### src/rtl/mc_decoder_pkg.sv
// Shared opcode encodings, decoder state type and opcode legality check.
package mc_decoder_pkg;

    localparam int unsigned OPC_W = 4;

    localparam logic [OPC_W-1:0] OP_NOP   = 4'd0;
    localparam logic [OPC_W-1:0] OP_STORE = 4'd1;
    localparam logic [OPC_W-1:0] OP_LOAD  = 4'd2;
    localparam logic [OPC_W-1:0] OP_BNE   = 4'd3;
    localparam logic [OPC_W-1:0] OP_ADD   = 4'd4;
    localparam logic [OPC_W-1:0] OP_SUB   = 4'd5;
    localparam logic [OPC_W-1:0] OP_ADDI  = 4'd6;
    localparam logic [OPC_W-1:0] OP_XOR   = 4'd7;
    localparam logic [OPC_W-1:0] OP_BEQ   = 4'd8;
    localparam logic [OPC_W-1:0] OP_AND   = 4'd9;
    localparam logic [OPC_W-1:0] OP_OR    = 4'd10;
    localparam logic [OPC_W-1:0] OP_JMP   = 4'd11;
    localparam logic [OPC_W-1:0] OP_HALT  = 4'd15;

    typedef enum logic [1:0] {
        ST_IDLE    = 2'd0,
        ST_FETCH   = 2'd1,
        ST_EXECUTE = 2'd2,
        ST_HALT    = 2'd3
    } state_e;

    // Low opcode nibble is defined: 0..11 and HALT; 12..14 are holes.
    function automatic logic is_legal(input logic [OPC_W-1:0] opc);
        return (opc <= OP_JMP) || (opc == OP_HALT);
    endfunction

endpackage

### src/rtl/mem_wait_timer.sv
// Counts consecutive memory wait cycles and flags the last permitted one.
module mem_wait_timer #(
    parameter int unsigned WAIT_MAX = 8
) (
    input  logic clock,
    input  logic n_reset,
    input  logic clear,
    input  logic waiting,
    output logic expired
);

    localparam int unsigned CNT_W      = (WAIT_MAX > 0) ? $clog2(WAIT_MAX + 1) : 1;
    localparam int unsigned THRESH     = (WAIT_MAX > 0) ? WAIT_MAX - 1 : 0;
    localparam bit          TIMEOUT_EN = (WAIT_MAX != 0);

    logic [CNT_W-1:0] wait_cnt_q;
    logic [CNT_W-1:0] wait_cnt_d;

    // Next count: clear wins, otherwise count waits and saturate at all-ones.
    always_comb begin
        wait_cnt_d = wait_cnt_q;
        if (clear) begin
            wait_cnt_d = '0;
        end else if (waiting && (wait_cnt_q != {CNT_W{1'b1}})) begin
            wait_cnt_d = wait_cnt_q + CNT_W'(1);
        end
    end

    // Wait counter register.
    always_ff @(posedge clock or negedge n_reset) begin
        if (!n_reset) begin
            wait_cnt_q <= '0;
        end else begin
            wait_cnt_q <= wait_cnt_d;
        end
    end

    // Expiry only on a cycle that is still waiting at the threshold count.
    assign expired = TIMEOUT_EN && waiting && (wait_cnt_q == CNT_W'(THRESH));

endmodule

### src/rtl/mc_decoder.sv
// Multi-cycle control decoder: fetch/execute sequencing, memory wait
// states with timeout, run/halt control and Mealy datapath enables.
module mc_decoder
    import mc_decoder_pkg::*;
#(
    parameter int unsigned OP_W     = 4,
    parameter int unsigned WAIT_MAX = 8
) (
    input  logic            clock,
    input  logic            n_reset,
    input  logic            run,
    input  logic            z_flag,
    input  logic [OP_W-1:0] op,
    input  logic            mem_ready,
    output logic            mem_req,
    output logic            load_IR,
    output logic            load_REG,
    output logic            load_PC,
    output logic            INC_PC,
    output logic            ALU_REG,
    output logic            IMM,
    output logic            WE,
    output logic            ALU_add,
    output logic            ALU_sub,
    output logic            ALU_xor,
    output logic            ALU_and,
    output logic            ALU_or,
    output logic            retire,
    output logic            halted,
    output logic            illegal_op,
    output logic            bus_error
);

    state_e           state_q;
    state_e           state_d;
    logic             bus_error_q;
    logic             bus_error_d;
    logic [OPC_W-1:0] op_lo;
    logic             upper_nz;
    logic             op_ok;
    logic             is_mem_op;
    logic             waiting;
    logic             timer_clear;
    logic             expired;

    assign op_lo = op[OPC_W-1:0];

    // Any set bit above the 4-bit opcode field makes the opcode undefined.
    generate
        if (OP_W > OPC_W) begin : g_upper
            assign upper_nz = |op[OP_W-1:OPC_W];
        end else begin : g_no_upper
            assign upper_nz = 1'b0;
        end
    endgenerate

    assign op_ok     = is_legal(op_lo) && !upper_nz;
    assign is_mem_op = op_ok && ((op_lo == OP_LOAD) || (op_lo == OP_STORE));

    // Memory request depends only on state and opcode, keeping the timer path acyclic.
    always_comb begin
        mem_req = 1'b0;
        if (state_q == ST_FETCH) begin
            mem_req = 1'b1;
        end else if ((state_q == ST_EXECUTE) && is_mem_op) begin
            mem_req = 1'b1;
        end
    end

    assign waiting     = mem_req && !mem_ready;
    assign timer_clear = (state_d != state_q) || (mem_req && mem_ready);

    mem_wait_timer #(
        .WAIT_MAX (WAIT_MAX)
    ) u_timer (
        .clock   (clock),
        .n_reset (n_reset),
        .clear   (timer_clear),
        .waiting (waiting),
        .expired (expired)
    );

    // Next-state and datapath enable decode.
    always_comb begin
        state_d     = state_q;
        bus_error_d = bus_error_q;
        load_IR     = 1'b0;
        load_REG    = 1'b0;
        load_PC     = 1'b0;
        INC_PC      = 1'b0;
        ALU_REG     = 1'b0;
        IMM         = 1'b0;
        WE          = 1'b0;
        ALU_add     = 1'b0;
        ALU_sub     = 1'b0;
        ALU_xor     = 1'b0;
        ALU_and     = 1'b0;
        ALU_or      = 1'b0;
        retire      = 1'b0;
        halted      = 1'b0;
        illegal_op  = 1'b0;

        unique case (state_q)
            ST_IDLE: begin
                if (run) begin
                    state_d = ST_FETCH;
                end
            end

            ST_FETCH: begin
                if (mem_ready) begin
                    load_IR = 1'b1;
                    state_d = ST_EXECUTE;
                end else if (expired) begin
                    bus_error_d = 1'b1;
                    state_d     = ST_HALT;
                end
            end

            ST_EXECUTE: begin
                if (is_mem_op) begin
                    WE = (op_lo == OP_STORE);
                    if (mem_ready) begin
                        load_REG = (op_lo == OP_LOAD);
                        load_PC  = 1'b1;
                        INC_PC   = 1'b1;
                        retire   = 1'b1;
                        state_d  = ST_FETCH;
                    end else if (expired) begin
                        bus_error_d = 1'b1;
                        state_d     = ST_HALT;
                    end
                end else begin
                    load_PC = 1'b1;
                    INC_PC  = 1'b1;
                    retire  = 1'b1;
                    state_d = ST_FETCH;
                    if (!op_ok) begin
                        illegal_op = 1'b1;
                    end else begin
                        unique case (op_lo)
                            OP_BNE:  INC_PC = z_flag;
                            OP_BEQ:  INC_PC = !z_flag;
                            OP_JMP:  INC_PC = 1'b0;
                            OP_ADD:  begin load_REG = 1'b1; ALU_REG = 1'b1; ALU_add = 1'b1; end
                            OP_SUB:  begin load_REG = 1'b1; ALU_REG = 1'b1; ALU_sub = 1'b1; end
                            OP_ADDI: begin load_REG = 1'b1; ALU_REG = 1'b1; ALU_add = 1'b1; IMM = 1'b1; end
                            OP_XOR:  begin load_REG = 1'b1; ALU_REG = 1'b1; ALU_xor = 1'b1; end
                            OP_AND:  begin load_REG = 1'b1; ALU_REG = 1'b1; ALU_and = 1'b1; end
                            OP_OR:   begin load_REG = 1'b1; ALU_REG = 1'b1; ALU_or  = 1'b1; end
                            OP_HALT: state_d = ST_HALT;
                            default: ;
                        endcase
                    end
                end
            end

            ST_HALT: begin
                halted = 1'b1;
                if (run) begin
                    bus_error_d = 1'b0;
                    state_d     = ST_FETCH;
                end
            end

            default: state_d = ST_IDLE;
        endcase
    end

    // State and sticky bus error registers.
    always_ff @(posedge clock or negedge n_reset) begin
        if (!n_reset) begin
            state_q     <= ST_IDLE;
            bus_error_q <= 1'b0;
        end else begin
            state_q     <= state_d;
            bus_error_q <= bus_error_d;
        end
    end

    assign bus_error = bus_error_q;

endmodule

### config.mk
export PLATFORM = sky130hd
export DESIGN_NAME = mc_decoder
export DESIGN_NICKNAME = d
export VERILOG_FILES = /design/src/rtl/mc_decoder_pkg.sv /design/src/rtl/mem_wait_timer.sv /design/src/rtl/mc_decoder.sv
export SDC_FILE = /design/constraint.sdc
export NUM_CORES = 1
export LEC_CHECK = 0
export CORE_MARGIN = 4
export CORE_UTILIZATION = 50
export DETAILED_ROUTE_END_ITERATION = 12
export PLACE_DENSITY_LB_ADDON = 0.25
export SYNTH_ARGS = -nofsm -noshare
export SYNTH_HDL_FRONTEND = slang
export SYNTH_SLANG_ARGS = --single-unit
### constraint.sdc
create_clock -name clock -period 3.45 [get_ports clock]
set_input_delay 0.69 -clock clock [delete_from_list [all_inputs] [get_ports clock]]
set_output_delay 0.69 -clock clock [all_outputs]
set_load 0.05 [all_outputs]
==> metrics.txt, run 1 <==
worst r2r path cells 8; Hold Crit Start u_timer.wait_cnt_q[3]; Die ar. about 0.0024 mm²; Starting Density a little over half; Hold Path Depth 1; largest cells by area after synthesis dfrtp_1, nor2_1, ha_1; cell area after synthesis between 800 and 900 µm²; most frequent cells in the layout nor2_1, buf_4, clkdlybuf4s50_1; cts bufs inserted 3; Most used DFF post-synth dfrtp_1; Met1 Wirelength 928 µm; Final Critical Period 3.109 ns; PD cells between 500 and 600 mW/mm²; Synth cell types 40; num ports 26; largest net degree at the start of global routing 18; Post-CTS Setup Bufs 0; top layer in use met3; r2r setup slk between 1 and 1.5 ns; outcome complete, no violations; Tcrit/Tclk final roughly nine tenths; Worst Setup End Kind output port; die width around 50 µm; WL final between 2 and 2.5 mm; first-pass GRT wire length about 3.9 mm; routed len/inst 14.20 µm; Clock transition at path regs approximately 0.05 ns; Final setup violation count 0; Synth area leader dfrtp_1; Slew Limit Fails 0; Placed Area around 0.0011 mm²; Rel. slew slack 66.88%; Syn Area/Cell approximately 7.4 µm²; Hold Path Class flip-flop to flip-flop; critical path fanouts, max 10; Post-DRT Antenna Nets 0; CP required between 2 and 3 ns; Clock Sinks 7; hold_ws approximately 0.52 ns; synth-to-layout area growth 29.03%; Max Cap Viol 0; diodes inserted 0; Fin. Hold Viols 0; DR iter-0 viols 23; Yosys top cell area share 20.53%; Post-Syn Instances between 100 and 150; Design Area, Final ~0.0011 mm²; Leak 0.4641 nW; EDFF count, synth 0; RSZ-0062 raised after global routing false; fmax roughly 320 MHz; worst slew pin tran around 0.50 ns; nets between 150 and 200; clk_lat worst skew about 0.25 ns; #FFs+latches synth 7; vias in the first global route 904; Die Height 49.31 µm; Worst R2R Start state_q[0]; CTS H-tree lvls 1; DRC 0; TritonCTS clock tree built; Post-Syn Nets between 100 and 150; WS Path Type primary input to output port; port buffer count 25; Post-synth ARST share 100.0%; RR Endpoint u_timer.wait_cnt_q[1]; worst vdd rail ir drop slightly above 0.0004 V; PostCTS Resize Cnt 0; yosys warns 0; register area share after synthesis between 20% and 30%; metal2 WL between 1 and 1.5 mm; DR WL met3 roughly 180 µm; Startpoint Class primary input; HPWL Detailed between 1.5 and 2 mm; setup_tns 0 ns; post-cts hold buffer count 0; DR pass1 iterations 5; gr usage total between 20 and 25%; most common cell after layout, fill and taps aside nor2_1; RePlAce Congestion around 0.8; share of post-route cells with drive strength above 1 between 10% and 20%; clk root buf clkbuf_4; FP Rows 14; clk buf depth 2; remaining global-route overflow 0; core area between 0.0015 and 0.002 mm²; initial antenna violation count 0; CP arrival 2.42 ns; vias per cell ~5.8; final clock skew roughly 0.0050 ns; via count 895; hold path endpoint u_timer.wait_cnt_q[3]
==> flip-flops by register name (all words and copies together) (netlist names) <==
signal	count
u_timer.wait_cnt_q	4
state_q	2
bus_error	1
==> stage by stage <==
step / utilization (%) / std cells / worst slack (ns) / total power, mW
after detailed placement: 68.94 / 150 / 0.3503 / 0.5376
after floorplan: - / 115 / 0.3132 / 0.4257
final: 70.63 / 154 / 0.3411 / 0.6112
after global placement: 68.94 / 150 / 0.3816 / 0.5288
after global routing: 70.63 / 154 / 0.2323 / 0.6711
after CTS: 70.63 / 154 / 0.3479 / 0.6150
==> how the worst max path moves through the flow <==
| stage | from | end | slack, ns |
|---|---|---|---|
| final | op[2] | ALU_add | 0.34 |
| after global routing | op[3] | INC_PC | 0.23 |
| after CTS | op[3] | INC_PC | 0.35 |
| after detailed placement | op[2] | ALU_add | 0.35 |
| after global placement | op[2] | ALU_add | 0.38 |
| after floorplan | state_q[0] | illegal_op | 0.31 |
==> area by class of cell <==
class | count | area [µm²]
clock buffer | 4 | 26.28
fill | 153 | 457.9
inverter | 4 | 15.01
multi-input combinational | 96 | 619.3
sequential | 7 | 175.2
tap | 16 | 20.02
timing repair buffer | 27 | 245.2
==> cell families after synthesis <==
logic type	share of synthesized area [%]
AND/OR/NAND/NOR	38.71
multiplexers	1.173
adder cells (fa/ha/maj)	7.331
flip-flops	20.53
AO/OA/AOI/OAI	22.29
XOR/XNOR	3.080
buffers and inverters	6.891
==> cells in the mapped netlist (4+ instances only) <==
master,instances
nor2_1,21
nand2_1,8
dfrtp_1,7
a21oi_1,6
ha_1,5
nand2b_1,5
o21ai_0,5
clkbuf_1,4
inv_1,4
nor2b_1,4
==> per-layer routing <==
| metal | vias to the layer above | track usage [%] |
|---|---|---|
| met3 | 0 | 7.645 |
| li1 | 456 | - |
| met1 | 405 | 24.03 |
| met5 | - | 0 |
| met2 | 34 | 34.60 |
| met4 | 0 | 3.318 |
==> report_power, final <==
group	internal, mW	switching (mW)
combinational	0.165	0.251
sequential	0.0964	0.0255
clock	0.0441	0.0298
==> worst max-delay path, stage by stage <==
cell             delay (ns)
clkdlybuf4s50_1        0.65
nand2_1                0.11
nor3_1                 0.14
clkdlybuf4s50_1        0.83
Power figures use the tool's default switching activity.
==> run 2, diff against run 1 <==
--- a/config.mk
+++ b/config.mk
@@ -5,7 +5,6 @@
 export SDC_FILE = /design/constraint.sdc
 export NUM_CORES = 1
 export LEC_CHECK = 0
-export CORE_MARGIN = 4
 export CORE_UTILIZATION = 50
 export DETAILED_ROUTE_END_ITERATION = 12
 export PLACE_DENSITY_LB_ADDON = 0.25
==> metrics.txt, run 2 (same netlist as run 1, synthesis figures left out) <==
post-route setup slack 0.2163 ns (was 0.3411 ns); clk_lat worst skew 0.25 ns (about the same); Clock transition at path regs 0.05 ns (about the same); Starting Density 55.36% (was 54.74%); gr usage total 25.74% (was 20.20%); PD cells 557.3 mW/mm² (was 555.1 mW/mm²); Rel. slew slack 64.99% (was 66.88%); first-pass GRT wire length 3.705 mm (was 3.946 mm); Worst Setup SP op[2] (unchanged); critical path fanouts, max 10 (unchanged); post-cts hold buffer count 0 (unchanged); Hold Crit Start bus_error (was u_timer.wait_cnt_q[3]); DR iter-0 viols 30 (was 23); most common cell after layout, fill and taps aside nor2_1 (unchanged); synth-to-layout area growth 29.62% (was 29.03%); DRC 0 (unchanged); CP max stage cell clkdlybuf4s50_1 (unchanged); routed len/inst 14.53 µm (was 14.20 µm); remaining global-route overflow 0 (unchanged); Worst R2R Start state_q[0] (unchanged); via count 919 (was 895); Worst path top cell family by delay buffers and inverters (unchanged); final clock skew 0.006777 ns (was 0.005001 ns); CP arrival 2.54 ns (was 2.42 ns); Tcrit/Tclk final 93.73% (was 90.11%); clk buf depth 2 (unchanged); Largest Register u_timer.wait_cnt_q (unchanged); vias in the first global route 809 (was 904); RSZ-0062 raised after global routing false (unchanged); CP max stage delay 0.87 ns (was 0.83 ns); clk root buf clkbuf_4 (unchanged); CP cell instances clkdlybuf4s50_1, nand2_1, nor3_1, clkdlybuf4s50_1 (unchanged); setup_tns 0 ns (unchanged); CTS H-tree lvls 1 (unchanged); worst vdd rail ir drop 0.0003837 V (was 0.0004057 V); TritonCTS clock tree built (unchanged); Worst path most repeated cell clkdlybuf4s50_1 (unchanged); outcome complete, no violations (unchanged); cts bufs inserted 3 (unchanged); WL final 2.237 mm (was 2.187 mm); Leak 0.4600 nW (was 0.4641 nW); Hold Path Class flip-flop to flip-flop (unchanged); RePlAce Congestion 0.8210 (was 0.7942); DR pass1 iterations 4 (was 5); fmax 309.2 MHz (was 321.7 MHz); Max Cap Viol 0 (unchanged); worst slew pin tran 0.5235 ns (was 0.4952 ns); core area 0.001541 mm² (was 0.001559 mm²); Final Critical Period 3.234 ns (was 3.109 ns); Fin. Hold Viols 0 (unchanged); port buffer count 25 (unchanged); Clock Sinks 7 (unchanged); HPWL Detailed 1.712 mm (was 1.734 mm); Slew Limit Fails 0 (unchanged); die width 43.31 µm (was 49.31 µm); num ports 26 (unchanged); fillers 141 (was 153); CP required 2.76 ns (about the same); nets 153 (unchanged); Startpoint Class primary input (unchanged); share of post-route cells with drive strength above 1 15.22% (was 16.67%); most frequent cells in the layout nor2_1, clkdlybuf4s50_1, buf_4 (was nor2_1, buf_4, clkdlybuf4s50_1); max FFs per register 4 (unchanged); WS Path Type primary input to output port (unchanged); Total Power 0.6164 mW (was 0.6112 mW); Post-CTS Setup Bufs 0 (unchanged); FP Rows 14 (unchanged); largest net degree at the start of global routing 13 (was 18); Worst Setup End Kind output port (unchanged); diodes inserted 0 (unchanged); PostCTS Resize Cnt 0 (unchanged); vias per cell 5.968 (was 5.812); Die ar. 0.001876 mm² (was 0.002431 mm²); initial antenna violation count 0 (unchanged); Die Height 43.31 µm (was 49.31 µm); Final setup violation count 0 (unchanged); Post-DRT Antenna Nets 0 (unchanged); crit path buf inv count 2 (unchanged); Setup Slack @ Placement 0.2539 ns (was 0.3503 ns)
==> run 2: cell count changes in the layout (fill, tap and decap cells not counted) <==
cell             delta
buf_4               -2
clkdlybuf4s50_1     +2
==> run 2: worst paths after layout <==
path	endpoint	slack, ns	cells after the start
worst max-delay path	ALU_add	0.22	4
min in group asynchronous	u_timer.wait_cnt_q[3]	0.69	1
worst min register to register	bus_error	0.52	2
worst max register to register	u_timer.wait_cnt_q[1]	1.09	7
worst min-delay path	bus_error	0.52	2
max in group asynchronous	bus_error	2.52	1
==> run 2: area by class of cell <==
cell class | instances | area [µm²] | share of cell area [%]
sequential | 7 | 175.2 | 15.84
multi-input combinational | 96 | 619.3 | 56.00
timing repair buffer | 27 | 250.2 | 22.62
inverter | 4 | 15.01 | 1.357
tap | 16 | 20.02 | 1.810
clock buffer | 4 | 26.28 | 2.376
==> run 2: report_power, final <==
| part | switching, mW | internal [mW] |
|---|---|---|
| sequential | 0.0268 | 0.0964 |
| combinational | 0.254 | 0.165 |
| clock | 0.0294 | 0.0441 |
==> run 2: worst register-to-register path, stage by stage, from the launching register on <==
cell     delay (ns)
dfrtp_1        0.49
inv_1          0.16
ha_1           0.38
nor4b_1        0.42
a21oi_1        0.23
a31oi_1        0.29
mux2i_1        0.22
nor2_1         0.06
==> run 2: metrics by stage <==
step,instances,instance area (µm²),hold WS [ns],util [%]
after floorplan,115,853.3,0.3944,-
after global placement,150,1080,0.5013,70.05
after detailed placement,150,1080,0.5130,70.05
after CTS,154,1106,0.5253,71.75
after global routing,154,1106,0.5443,71.75
final,154,1106,0.5220,71.75
==> run 2: metal layers <==
layer / track usage, % / wire length [µm]
met1: 34.90 / 1040
met2: 43.28 / 1083
met3: 6.809 / 106
met4: 1.212 / 6
met5: 0 / 0
==> run 3, diff against run 2 <==
--- a/config.mk
+++ b/config.mk
@@ -5,7 +5,7 @@
 export SDC_FILE = /design/constraint.sdc
 export NUM_CORES = 1
 export LEC_CHECK = 0
-export CORE_UTILIZATION = 50
+export CORE_UTILIZATION = 42
 export DETAILED_ROUTE_END_ITERATION = 12
 export PLACE_DENSITY_LB_ADDON = 0.25
 export SYNTH_ARGS = -nofsm -noshare
==> constraint.sdc (replaced) <==
create_clock -name clock -period 2.75 [get_ports clock]
set_input_delay 0.55 -clock clock [delete_from_list [all_inputs] [get_ports clock]]
set_output_delay 0.55 -clock clock [all_outputs]
set_load 0.05 [all_outputs]
==> metrics.txt, run 3 (same netlist as run 1, synthesis figures left out) <==
vias per cell 5.527 (was 5.968); most common cell after layout, fill and taps aside nor2_1 (unchanged); RSZ-0062 raised after global routing false (unchanged); Hold Path Class flip-flop to flip-flop (unchanged); Final Critical Period ~2.6 ns; DR pass1 iterations 4 (unchanged); max FFs per register 4 (unchanged); Rel. slew slack 67.06% (was 64.99%); vias in the first global route 758 (was 809); routed len/inst 12.51 µm (was 14.53 µm); Setup Slack @ Placement 0.1596 ns (was 0.2539 ns); Die Height 47.08 µm (was 43.31 µm); clk root buf clkbuf_4 (unchanged); WS Path Type primary input to output port (unchanged); worst slew pin tran 0.4926 ns (was 0.5235 ns); share of post-route cells with drive strength above 1 22.54% (was 15.22%); outcome complete, no violations (unchanged); WL final 2.090 mm (was 2.237 mm); Leak 0.5178 nW (was 0.4600 nW); Slew Limit Fails 0 (unchanged); fillers 163 (was 141); PD cells 624.1 mW/mm² (was 557.3 mW/mm²); TritonCTS clock tree built (unchanged); largest net degree at the start of global routing 13 (unchanged); CTS H-tree lvls 1 (unchanged); most frequent cells in the layout nor2_1, buf_12, clkdlybuf4s50_1, buf_4, nand2_1 (was nor2_1, clkdlybuf4s50_1, buf_4); initial antenna violation count 0 (unchanged); DRC 0 (unchanged); fmax 385.0 MHz; via count 923 (was 919); worst vdd rail ir drop 0.0005452 V (was 0.0003837 V); die width 47.08 µm (was 43.31 µm); PostCTS Resize Cnt 0 (unchanged); synth-to-layout area growth 49.27% (was 29.62%); Final setup violation count 0 (unchanged); critical path fanouts, max 4 (was 10); num ports 26 (unchanged); nets 157 (was 153); DR iter-0 viols 29 (was 30); Largest Register u_timer.wait_cnt_q (unchanged); Post-CTS Setup Bufs 0 (unchanged); gr usage total 21.37% (was 25.74%); setup_tns 0 ns (unchanged); core area 0.001821 mm² (was 0.001541 mm²); RePlAce Congestion 0.8414 (was 0.8210); remaining global-route overflow 0 (unchanged); Clock Sinks 7 (unchanged); first-pass GRT wire length 3.381 mm (was 3.705 mm); Max Cap Viol 0 (unchanged); post-cts hold buffer count 0 (unchanged); Starting Density 46.87% (was 55.36%); Clock transition at path regs 0.05 ns (about the same); post-route setup slack 0.1524 ns (was 0.2163 ns); Startpoint Class primary input (unchanged); clk_lat worst skew 0.25 ns (about the same); CP required 2.20 ns (was 2.76 ns); HPWL Detailed 1.707 mm (was 1.712 mm); port buffer count 25 (unchanged); CP arrival 2.05 ns (was 2.54 ns); Post-DRT Antenna Nets 0 (unchanged); Worst Setup End Kind output port (unchanged); Die ar. 0.002216 mm² (was 0.001876 mm²); clk buf depth 2 (unchanged); multi-input gate area in the final layout 630.6 µm² (was 619.3 µm²); FP Rows 15 (was 14); Fin. Hold Viols 0 (unchanged); cts bufs inserted 3 (unchanged); Reg area 175.2 µm² (unchanged); diodes inserted 0 (unchanged); final clock skew 0.005592 ns (was 0.006777 ns); Tcrit/Tclk final between 90% and 100%
run 3: worst paths after layout:
| kind | start | to | slack (ns) | depth (start not counted) |
|---|---|---|---|---|
| hold / removal | u_timer.wait_cnt_q[3] | u_timer.wait_cnt_q[3] | 0.52 | 1 |
| max in group asynchronous | n_reset | bus_error | 1.95 | 1 |
| hold reg to reg | u_timer.wait_cnt_q[3] | u_timer.wait_cnt_q[3] | 0.52 | 1 |
| min in group asynchronous | n_reset | u_timer.wait_cnt_q[3] | 0.56 | 1 |
| setup reg to reg | state_q[0] | u_timer.wait_cnt_q[2] | 0.39 | 8 |
| setup / recovery | op[3] | INC_PC | 0.15 | 6 |
run 3: critical path, cell delays in order:
cell and delay [ns]:
clkdlybuf4s50_1 0.43, or3_4 0.41, nand2b_1 0.17, and2_1 0.19
o31a_2 0.11, buf_4 0.19
run 3: where the power goes:
part	internal [mW]	leakage [nW]	total [mW]	switching (mW)
Combinational	0.228	0.408	0.550	0.322
Sequential	0.121	0.0951	0.153	0.0325
Clock	0.0552	0.0150	0.0913	0.0360
Total	0.404	0.518	0.795	0.391
run 3: per-stage QoR:
step                      instances  hold WS, ns  instance area, µm²  utilization, %  power, mW
after floorplan                 115       0.2544               864.6               -     0.5357
after global placement          163       0.4975                1247           68.52     0.6915
after detailed placement        163       0.5051                1247           68.52     0.7061
after CTS                       167       0.5163                1274           69.97     0.8007
after global routing            167       0.5402                1274           69.97     0.8560
final                           167       0.5209                1274           69.97     0.7950
run 3: cell type report:
type	count	share of cell area, %
Clock buffer	4	2.063
Inverter	4	1.179
Multi-Input combinational cell	96	49.51
Sequential cell	7	13.75
Tap cell	25	2.456
Timing Repair Buffer	31	31.04
run 3: per-layer routing:
layer	track usage, %	vias up	wire length (µm)
met3	5.769	2	106
met4	1.714	0	21
met2	36.11	32	1016
met1	28.41	421	946
met5	0	-	0
li1	-	468	-
